**config.mk**
```make
export PLATFORM = sky130hd
export DESIGN_NAME = fft_spectrum_binner
export DESIGN_NICKNAME = d
export VERILOG_FILES = /design/src/rtl/fft_spectrum_binner.sv
export SDC_FILE = /design/constraint.sdc
export NUM_CORES = 1
export LEC_CHECK = 0
export CORE_UTILIZATION = 41
export DETAILED_ROUTE_END_ITERATION = 10
export GPL_TIMING_DRIVEN = 0
export PLACE_DENSITY = 0.59
export SYNTH_ARGS = -nofsm -noshare
export SYNTH_HDL_FRONTEND = slang
export SYNTH_SLANG_ARGS = --single-unit
```
**constraint.sdc**
```tcl
create_clock -name aclk -period 10.4 [get_ports aclk]
set_clock_uncertainty 0.05 [all_clocks]
set_input_delay 2.08 -clock aclk [delete_from_list [all_inputs] [get_ports aclk]]
set_output_delay 2.08 -clock aclk [all_outputs]
set_load 0.05 [all_outputs]
```
**src/rtl/fft_spectrum_binner.sv**
```systemverilog
// Purpose: folds the lower half of an FFT frame into NUM_BARS peak-hold magnitude bars and exposes them through a stable display bank.
// Latency: two pipeline stages per beat; frame_done/frame_err pulse in the 3rd cycle after the final beat is accepted.
// Backpressure: tready drops for exactly three cycles at each frame end while the pipeline drains and the banks commit.
module fft_spectrum_binner #(
    parameter int FFT_LEN  = 256,
    parameter int NUM_BARS = 16,
    parameter int MAG_W    = 16
) (
    input  logic                        aclk,
    input  logic                        aresetn,
    input  logic [31:0]                 s_axis_tdata,
    input  logic [15:0]                 s_axis_tuser,
    input  logic                        s_axis_tvalid,
    output logic                        s_axis_tready,
    input  logic                        s_axis_tlast,
    input  logic [$clog2(NUM_BARS)-1:0] bar_rd_addr,
    output logic [MAG_W-1:0]            bar_rd_data,
    output logic                        frame_done,
    output logic                        frame_err
);

    localparam int K_W   = $clog2(FFT_LEN);
    localparam int BAR_W = $clog2(NUM_BARS);

    typedef enum logic [1:0] {ACCUM, DRAIN1, DRAIN2, COMMIT} state_t;

    state_t             state_q;
    state_t             state_d;
    logic               live_q;
    logic               err_q;
    logic [K_W-1:0]     cnt_q;

    logic               accept;
    logic               cnt_last;
    logic               frame_end;

    logic [15:0]        re_abs;
    logic [15:0]        im_abs;
    logic               s1_vld;
    logic               s1_inr;
    logic [BAR_W-1:0]   s1_bin;
    logic [15:0]        s1_re;
    logic [15:0]        s1_im;
    logic [15:0]        mag_max;
    logic [15:0]        mag_min;
    logic [MAG_W-1:0]   mag;

    logic [MAG_W-1:0]   work_bank [NUM_BARS];
    logic [MAG_W-1:0]   disp_bank [NUM_BARS];

    logic               unused_tuser;

    assign unused_tuser = ^s_axis_tuser[15:K_W];

    // tready is purely a function of registered state; live_q keeps it low through reset.
    assign s_axis_tready = live_q && (state_q == ACCUM);
    assign accept        = s_axis_tvalid && s_axis_tready;
    assign cnt_last      = (cnt_q == K_W'(FFT_LEN - 1));
    assign frame_end     = accept && (s_axis_tlast || cnt_last);

    // Magnitude of a 16-bit two's complement value; -32768 maps to 32768 within 16 bits.
    assign re_abs = s_axis_tdata[31] ? (~s_axis_tdata[31:16] + 16'd1) : s_axis_tdata[31:16];
    assign im_abs = s_axis_tdata[15] ? (~s_axis_tdata[15:0] + 16'd1) : s_axis_tdata[15:0];

    // Alpha-max-plus-beta-min estimate; peaks at 49152 so it cannot overflow MAG_W.
    assign mag_max = (s1_re >= s1_im) ? s1_re : s1_im;
    assign mag_min = (s1_re >= s1_im) ? s1_im : s1_re;
    assign mag     = MAG_W'(mag_max) + MAG_W'(mag_min >> 1);

    assign bar_rd_data = disp_bank[bar_rd_addr];

    // Marks the first edge after reset release so tready can rise.
    always_ff @(posedge aclk or negedge aresetn) begin
        if (!aresetn) begin
            live_q <= 1'b0;
        end else begin
            live_q <= 1'b1;
        end
    end

    // Stage 1: register absolute values, bar index and lower-half flag.
    always_ff @(posedge aclk or negedge aresetn) begin
        if (!aresetn) begin
            s1_vld <= 1'b0;
            s1_inr <= 1'b0;
            s1_bin <= '0;
            s1_re  <= '0;
            s1_im  <= '0;
        end else begin
            s1_vld <= accept;
            s1_inr <= ~s_axis_tuser[K_W-1];
            s1_bin <= s_axis_tuser[K_W-2 -: BAR_W];
            s1_re  <= re_abs;
            s1_im  <= im_abs;
        end
    end

    // Beat counter: counts accepted beats, rewinds when the frame is committed.
    always_ff @(posedge aclk or negedge aresetn) begin
        if (!aresetn) begin
            cnt_q <= '0;
        end else if (state_q == COMMIT) begin
            cnt_q <= '0;
        end else if (accept) begin
            cnt_q <= cnt_q + K_W'(1);
        end
    end

    // Remember whether the frame that just ended was malformed.
    always_ff @(posedge aclk or negedge aresetn) begin
        if (!aresetn) begin
            err_q <= 1'b0;
        end else if (frame_end) begin
            err_q <= (s_axis_tlast != cnt_last);
        end
    end

    // Stage 2 / working bank: peak-hold per bar, wiped whenever a frame is retired.
    always_ff @(posedge aclk or negedge aresetn) begin
        if (!aresetn) begin
            for (int i = 0; i < NUM_BARS; i++) work_bank[i] <= '0;
        end else if (state_q == COMMIT) begin
            for (int i = 0; i < NUM_BARS; i++) work_bank[i] <= '0;
        end else if (s1_vld && s1_inr && (mag > work_bank[s1_bin])) begin
            work_bank[s1_bin] <= mag;
        end
    end

    // Display bank: takes a parallel snapshot of the working bank only for good frames.
    always_ff @(posedge aclk or negedge aresetn) begin
        if (!aresetn) begin
            for (int i = 0; i < NUM_BARS; i++) disp_bank[i] <= '0;
        end else if ((state_q == COMMIT) && !err_q) begin
            for (int i = 0; i < NUM_BARS; i++) disp_bank[i] <= work_bank[i];
        end
    end

    // FSM state register.
    always_ff @(posedge aclk or negedge aresetn) begin
        if (!aresetn) begin
            state_q <= ACCUM;
        end else begin
            state_q <= state_d;
        end
    end

    // FSM next state and frame status pulses.
    always_comb begin
        state_d    = state_q;
        frame_done = 1'b0;
        frame_err  = 1'b0;
        case (state_q)
            ACCUM:  if (frame_end) state_d = DRAIN1;
            DRAIN1: state_d = DRAIN2;
            DRAIN2: state_d = COMMIT;
            COMMIT: begin
                state_d    = ACCUM;
                frame_done = ~err_q;
                frame_err  = err_q;
            end
            default: state_d = ACCUM;
        endcase
    end

endmodule

```
**Word-level counts from Yosys, hierarchy flattened**

Cells that the tools add are included.

- Flip-flop bits (word level): 562
- Output and inout port bits: 19
- Logic and storage cells: 95

- Add/subtract/negate cells: 4
- $lt $le $gt $ge: 5
- Equality and inequality tests: 6
- Mux-type cells: 21
- Bitwise gates (word level): 6
- Reduce and logical (&&, ||, !) cells: 12

Operators with widths:

| operator | count |
|---|---|
| $mux 256 | 2 |
| $bwmux 256 | 1 |
| $mux 16 | 9 |
| $bmux 16 s4 | 2 |
| $demux 16 s4 | 1 |
| $add 16x1->16 const B | 2 |
| $not 16->16 | 2 |
| $add 16x15->16 | 1 |
| $ge 16x16->1 | 1 |
| $gt 16x16->1 | 1 |
| $mux 8 | 2 |
| $ge 5x5->1 const B | 2 |
| $not 4->5 | 2 |
| $add 8x1->8 const B | 1 |
| $eq 8x8->1 const B | 1 |
| $pmux 2 s4 | 1 |
| $logic_and 1x1->1 | 7 |
| $lt 5x1->1 const B | 1 |
| $eq 2x2->1 const B | 2 |
| $reduce_bool 2->1 | 2 |
| $eq 2x1->1 const B | 1 |
| $logic_not 2->1 | 1 |
| $mux 1 | 2 |
| $mux 2 | 1 |
| 5 further kinds | 6 |

**Depth between registers and ports, before layout**

- Word-level depth: 8
- Mapped depth: 29
- Mapped depth without buffers: 23

**Least setup slack after synthesis**

No wires, ideal clock.

- Kind: input to output
- Start point: input port bar_rd_addr[0]
- End point: output port bar_rd_data[0]
- Arrival: 4024 ps
- Required time: 8270 ps
- Path slack: 4246 ps
- Cell stages on the path: 4
- Path buffers: 2
- Path through: buf_2 buf_1 mux4_2 mux4_2

- Cells in the longest elaborated chain, start to end: 4

Ends and longest elaborated chain:

| element | RTL line | RTL |
|---|---|---|
| start, declared | 16 | `input logic [$clog2(NUM_BARS)-1:0] bar_rd_addr,` |
| $not 4->5 (not written as such) | 70 | `assign bar_rd_data = disp_bank[bar_rd_addr];` |
| $bmux 16 s4 | 70 |  |
| $mux 16 (not written as such) (2 in series) | 70 |  |
| end, declared | 17 | `output logic [MAG_W-1:0] bar_rd_data,` |

Every way passes these cells. The select of a mux whose other input is x is not followed.

**Worst setup path after layout**

- Start point: register s1_im[5]
- End point: register work_bank[54] (netlist bit)

- Cells in the longest elaborated chain, start to end: 6

Ends and longest elaborated chain:

| element | RTL line | RTL |
|---|---|---|
| start, declared | 43 | `logic [15:0] s1_im;` |
| start signal, assigned | 94 | `s1_im <= im_abs;` |
| $ge 16x16->1 | 66, 67 |  |
| $mux 16 (on tied branches) | 66, 67 |  |
| $add 16x15->16 (*) | 68 | `assign mag = MAG_W'(mag_max) + MAG_W'(mag_min >> 1);` |
| $gt 16x16->1 / $bwmux 256 (equally long branches) | 124, 125 |  |
| $logic_and 1x1->1 / $mux 256 (equally long branches) | 124 | `end else if (s1_vld && s1_inr && (mag > work_bank[s1_bin])) begin` |
| $reduce_bool 2->1 (no source line) / $mux 256 (equally long branches) | -- |  |
| end signal, assigned by index | 125 | `work_bank[s1_bin] <= mag;` |
| end, declared | 48 | `logic [MAG_W-1:0] work_bank [NUM_BARS];` |

Mark *: on every way between the ends. The rest lies on a longest branch, timed or not. The select of a mux whose other input is x is not followed.
A chain may end at the register's enable or synchronous reset.

==> results.cfg <==
[clock_network]
cts_buffers = 60
cts_setup_buffers = 0
cts_max_path_buffers = 3
insertion_delay_ns = 0.65
clock-sinks = 562
clkTransAtPathRegs_ns = 0.06
cts_tree = built
cts_hold_buf = 0
root_buffer = clkbuf_16
post_cts_resized = 0
htree_num_levels = 2

[logic_synthesis]
synth_cell_types = 58
ys.flop_type = dfrtp_1
syn-cell-area_um2 = 27760
syn_nets = 3005
ys_warn_count = 0
synth-seq-cells = 562
synthArstFlopShare_pct = 100.0
yosysSeqAreaShare_pct = 50.66
synth_area_leaders = dfrtp_1, nand2_1, mux4_2
synthCells = 2893
synth_area_leader_cell = dfrtp_1
syn_avg_cell_area_um2 = 9.595
synth_top_area_share_pct = 50.66
synth_edf_count = 0

[placement]
dp_hpwl_um = 73070
portBuffers = 59
gp_congestion = 0.9856
placedCellCount = 3835

[worst_setup_path]
slowest_stage = o311ai_2
worst_r2r_path_depth = 24
critPathTopFamily = compound AO/OA/AOI/OAI gates
cp-start-kind = flop
critical_path_peak_fanout = 10
path_class = flop to flop
critPathRequiredTime_ns = 10.82
crit_cells = 24
cp.arrival_ns = 9.23
critPathMostFrequentCell = clkbuf_1
critPathBufInv = 5
critical-path-max-stage-delay_ns = 1.03
worstPathCellList = inv_1 -> ha_1 -> a21oi_1 -> o21a_1 -> o21ba_2 -> a21oi_4 -> clkbuf_1 -> mux2_2 -> ha_1 -> a21oi_1 -> nor3b_2 -> a211oi_1 -> o311ai_2 -> clkbuf_1 -> ha_1 -> and3_1 -> nand4_1 -> o211ai_1 -> a31oi_1 -> clkbuf_1 -> nand4_1 -> clkbuf_1 -> nand2_1 -> a21oi_1
crit_path_end_kind = flop

[floorplan]
ioPinCount = 75
die-height_um = 262.2
start_util_pct = 41.41
num_rows = 95
die-area_um2 = 68750
dieWidth_um = 262.2
core_area_um2 = 67040

[sta]
max_freq_mhz = 113.4
hold_viol = 0
setup_viol = 0
holdWs_ns = 0.4211
post-route-min-period_ns = 8.816
period_share_pct = 84.77
grt_setup_unrepaired = no
setup_tns_ns = 0
tightest_slew_ns = 1.367
relSlewSlack_pct = 8.183
drv_slew = 0

[global_route]
grt-busiest-layer = met2
use_met2_pct = 44.87
grt_pass1_wl_um = 148600
grtUsageMet3_pct = 6.786
grt_pass1_vias = 22960
grt_antenna_before_repair = 4
grt_util_met1_pct = 37.57
grt_max_degree = 118
overflow = 0
grtUsageTotal_pct = 29.17

[min_path]
whs_path_depth = 2
hold_class = flop to flop

[power]
leakage_nw = 14.70
cellPowerDensity_nw_per_um2 = 227.8
max-vdd-ir-drop_mv = 0.1650
power_w = 0.007241

[flow_run]
drv_cap = 0

[finish]
nNetsFinal = 3136
final_common_cell = nand2_1
final_cell_mix = nand2_1, dfrtp_1, a21oi_1
final_cells = 3942
drive_gt1_share_pct = 11.47
diodes = 0
syn2layout_area_growth_pct = 14.53

[routing]
routedWlPerCell_um = 25.28
drtIter0Drc = 2421
dr_total_vias = 22690
drc_errors = 0
vias_per_cell = 5.755
routed_wl_um = 99660
antenna_left = 0
dr.pass1.iters = 9

[status]
status = finished clean
-- routing by layer --
layer | routed length, µm | vias to the layer above | part of all wire (%)
li1 | - | 9944 | -
met1 | 38540 | 11410 | 39
met2 | 44990 | 1074 | 45
met3 | 9564 | 261 | 9.6
met4 | 6559 | 2 | 6.6
met5 | 9 | - | 0.0090
-- sequential cells by signal, indices dropped and copies added, names as in the netlist --
signal / count
cnt_q: 8
s1_vld: 1
work_bank: 256
s1_im: 16
live_q: 1
err_q: 1
s1_re: 16
s1_bin: 4
disp_bank: 256
s1_inr: 1
state_q: 2
-- cells in the mapped netlist (all sizes together), types with 5 or more instances --
cell type	instances
nand4	9
nand2b	8
nand2	1234
a211oi	37
mux4	160
nand3	14
ha	55
a21o	7
nor2b	6
a21oi	230
nor3	39
mux2	18
nor2	78
o21a	5
o211ai	6
xnor2	29
xor2	11
and2	8
dfrtp	562
inv	50
nor4	20
o21ai	39
clkbuf	142
or2	5
and3	13
buf	63
-- worst min-delay path: stages, from the launching register on --
cell and delay (ns):
dfrtp_1 0.34, nand2_1 0.05, nand2_1 0.05
-- final cells by class --
class / count / area (µm²)
Tap cell: 873 / 1092
Inverter: 51 / 191.4
Clock inverter: 24 / 371.6
Clock buffer: 83 / 1728
Multi-Input combinational cell: 2075 / 12710
Fill cell: 6323 / 35250
Timing Repair Buffer: 69 / 800.8
Sequential cell: 562 / 14060
Buffer: 205 / 838.3
-- report_power, final --
group          internal [W]  switching, W  leakage (nW)  total [W]
registers           0.00234      0.000106          7.75    0.00244
logic              0.000594       0.00189          5.92    0.00248
clock network       0.00138      0.000936          1.03    0.00231
-- logic make-up (layout without fill, tap and decap cells) --
| group | Yosys count | after routing | share of synthesized area [%] |
|---|---|---|---|
| AOI/OAI and AO/OA | 346 | 346 | 7.144 |
| xor gates and xnor gates | 40 | 40 | 1.262 |
| adders and majority gates | 56 | 56 | 2.551 |
| buffers and inverters | 256 | 432 | 3.705 |
| DFF | 562 | 562 | 50.66 |
| muxes | 182 | 182 | 13.90 |
| other | 1 | 1 | 0.01351 |
| and+or+nand+nor | 1450 | 1450 | 20.76 |
-- stage by stage --
| step | cell area, µm² | util, % | worst slack, ns |
|---|---|---|---|
| 3_3_place_gp | 29440 | 43.92 | -17.47 |
| 6_report | 31790 | 47.42 | 1.584 |
| 4_1_cts | 31780 | 47.41 | 1.607 |
| 2_1_floorplan | 27760 | - | 4.246 |
| 5_1_grt | 31790 | 47.42 | 1.327 |
| 3_5_place_dp | 29680 | 44.27 | 1.660 |
-- worst paths after layout --
| check | from | to | slack (ns) |
|---|---|---|---|
| max | s1_im[5] | work_bank[54] | 1.58 |
| min | disp_bank[244] | disp_bank[244] | 0.42 |
| max reg2reg | s1_im[5] | work_bank[54] | 1.58 |
| min reg2reg | disp_bank[244] | disp_bank[244] | 0.42 |
| max in group asynchronous | aresetn | work_bank[27] | 7.17 |
| min in group asynchronous | aresetn | disp_bank[217] | 1.30 |
Note: power is estimated with default switching activity, not from simulation.
==> patch: new RTL, same flow settings <==
`FFT_LEN`: 256 -> 512.
--- a/src/rtl/fft_spectrum_binner.sv
+++ b/src/rtl/fft_spectrum_binner.sv
@@ -4,3 +4,3 @@
 module fft_spectrum_binner #(
-    parameter int FFT_LEN  = 256,
+    parameter int FFT_LEN  = 512,
     parameter int NUM_BARS = 16,
Behaviour: same outputs for any inputs over 10 cycles, from zero or initial values and one cycle with aresetn low; that may be too few to reach the edited logic, so the function may still have changed.
==> patch against the unedited design <==
Non-clock buffer count is 8 lower; power fell by 2.4%; sequential cell count increased by 1; worst setup slack better by 0.95 ns; die area up 0.54%; area after synthesis increased by 0.55%; design area rose by 0.12%; routed wire length fell by 1.4%; critical endpoint is now bar_rd_data[0]; highest routed layer unchanged.
==> patch: results <==
{
  "cts_setup_buffers": 0,
  "synthFlopType": "dfrtp_1",
  "hpwlAfterDp_mm": 70.8,
  "synth_fp_nets": 2990,
  "drt_wl_total_mm": 98.2,
  "viasPerCell": 5.74,
  "p_leak_nw": 14.7,
  "htreeDepth": 2,
  "worstPathArrival_ns": 5.74,
  "clk_pin_slew_ns": 0.06,
  "cts_buffers": 60,
  "placed_cells": 3815,
  "yosysSeqAreaShare_pct": 50.5,
  "ys_types": 69,
  "outcome": "finished, final reports clean",
  "max_slew_margin_pct": 2.75,
  "first_pass_iters": 5,
  "globalRouteTotalUtil_pct": 28.7,
  "synthTopCellsByArea": "dfrtp_1 50%, nand2_1 17%, mux4_2 13%, a21oi_1 4.3%, ha_1 2.5%",
  "place_worst_setup_slack_ns": 2.55,
  "drtIter0Drc": 2497,
  "peakVddDrop_mv": 0.158,
  "grt_pass1_wl_mm": 147,
  "p_int_mw": 4.18,
  "fin_nets": 3117,
  "place.gp.congestion": 0.960,
  "drive_above_1_share_pct": 12.8,
  "fin_cells": 3928,
  "syn_inst": 2877,
  "cts.path.max_buffers": 3,
  "io_buffers": 59,
  "synth_commonest_cells": "1246 x nand2_1, 563 x dfrtp_1, 240 x a21oi_1",
  "grt_pass1_vias": 22500,
  "grt_max_degree": 113,
  "reg.largest.list": "disp_bank: 256 flops, work_bank: 256 flops",
  "dpl-instance-area_mm2": 0.0298,
  "nFillCells": 6312
}
## patch: changes by cell type after synthesis, moves of 6 or more
| cell | unedited run | this run |
|---|---|---|
| nor3_1 | 39 | 4 |
| nor2_1 | 78 | 53 |
| clkbuf_1 | 142 | 118 |
| nand3_1 | 14 | 32 |
| o21ai_1 | 0 | 17 |
| buf_2 | 42 | 57 |
| nor4_1 | 20 | 6 |
| nand2_1 | 1234 | 1246 |
| a211oi_1 | 35 | 24 |
| a21oi_1 | 229 | 240 |
| buf_4 | 2 | 9 |
| a211oi_2 | 2 | 8 |
## patch: metrics by stage
| stage | utilization [%] | TNS, ns |
|---|---|---|
| floorplan | - | 0 |
| global placement | 44.0 | -9924.00 |
| detailed placement | 44.2 | 0 |
| CTS | 47.3 | 0 |
| global route | 47.3 | 0 |
| finish | 47.3 | 0 |
## patch: layout make-up
class	count	area, um2	share of cell area (%)
plain buffers	201	890	2.79
diodes	1	2.50	0.00786
clock inverters	26	359	1.13
repair buffers	65	744	2.34
well taps	873	1090	3.43
multi-input cells	2059	12800	40.1
clock buffers	86	1700	5.34
inverters	54	203	0.637
flip-flops and latches	563	14100	44.3
## patch: final timing paths
check                               startpoint        endpoint  slack [ns]  depth (start not counted)
worst max register to register        s1_re[7]   work_bank[25]        2.66                         22
min in group asynchronous              aresetn  disp_bank[201]        1.36                          1
worst min-delay path            disp_bank[222]  disp_bank[222]        0.42                          2
max in group asynchronous              aresetn    disp_bank[9]        6.98                          4
worst max-delay path            bar_rd_addr[1]  bar_rd_data[0]        2.53                          5
worst min register to register  disp_bank[222]  disp_bank[222]        0.42                          2
## patch: critical path, cell delays in order
cell	delay, ns
clkbuf_1	0.97
clkbuf_1	0.86
mux4_2	0.47
mux4_2	0.58
clkdlybuf4s50_1	0.75
## patch: logic make-up (layout without fill, tap and decap cells)
family | count (synthesis) | in the layout | synth area share (%)
and+or+nand+nor | 1412 | 1412 | 20.2
DFF | 563 | 563 | 50.5
AOI/OAI and AO/OA | 369 | 369 | 7.77
buffers and inverters | 255 | 432 | 3.91
muxes | 179 | 179 | 13.7
adders and majority gates | 57 | 57 | 2.58
xor gates and xnor gates | 41 | 41 | 1.39
other | 1 | 2 | 0.0134
## patch: per-layer routing
metal  share of wire [%]  GRT usage, %  routed length [um]  vias up
li1                    -             -                   -     9864
met1                  41          39.9               40000    11300
met2                  44          43.4               43600     1122
met3                 9.1          4.68                8920      219
met4                 5.8          14.8                5660        4
met5               0.026             0                  26        -
## patch: power by group through the flow
stage / clock (mW) / sequential (mW) / combinational [mW]
after floorplan: 0 / 2.43 / 1.26
after global placement: 0 / 2.47 / 2.30
after detailed placement: 0 / 2.47 / 2.35
after CTS: 2.25 / 2.43 / 2.36
after global routing: 2.34 / 2.45 / 2.50
final: 2.23 / 2.43 / 2.41
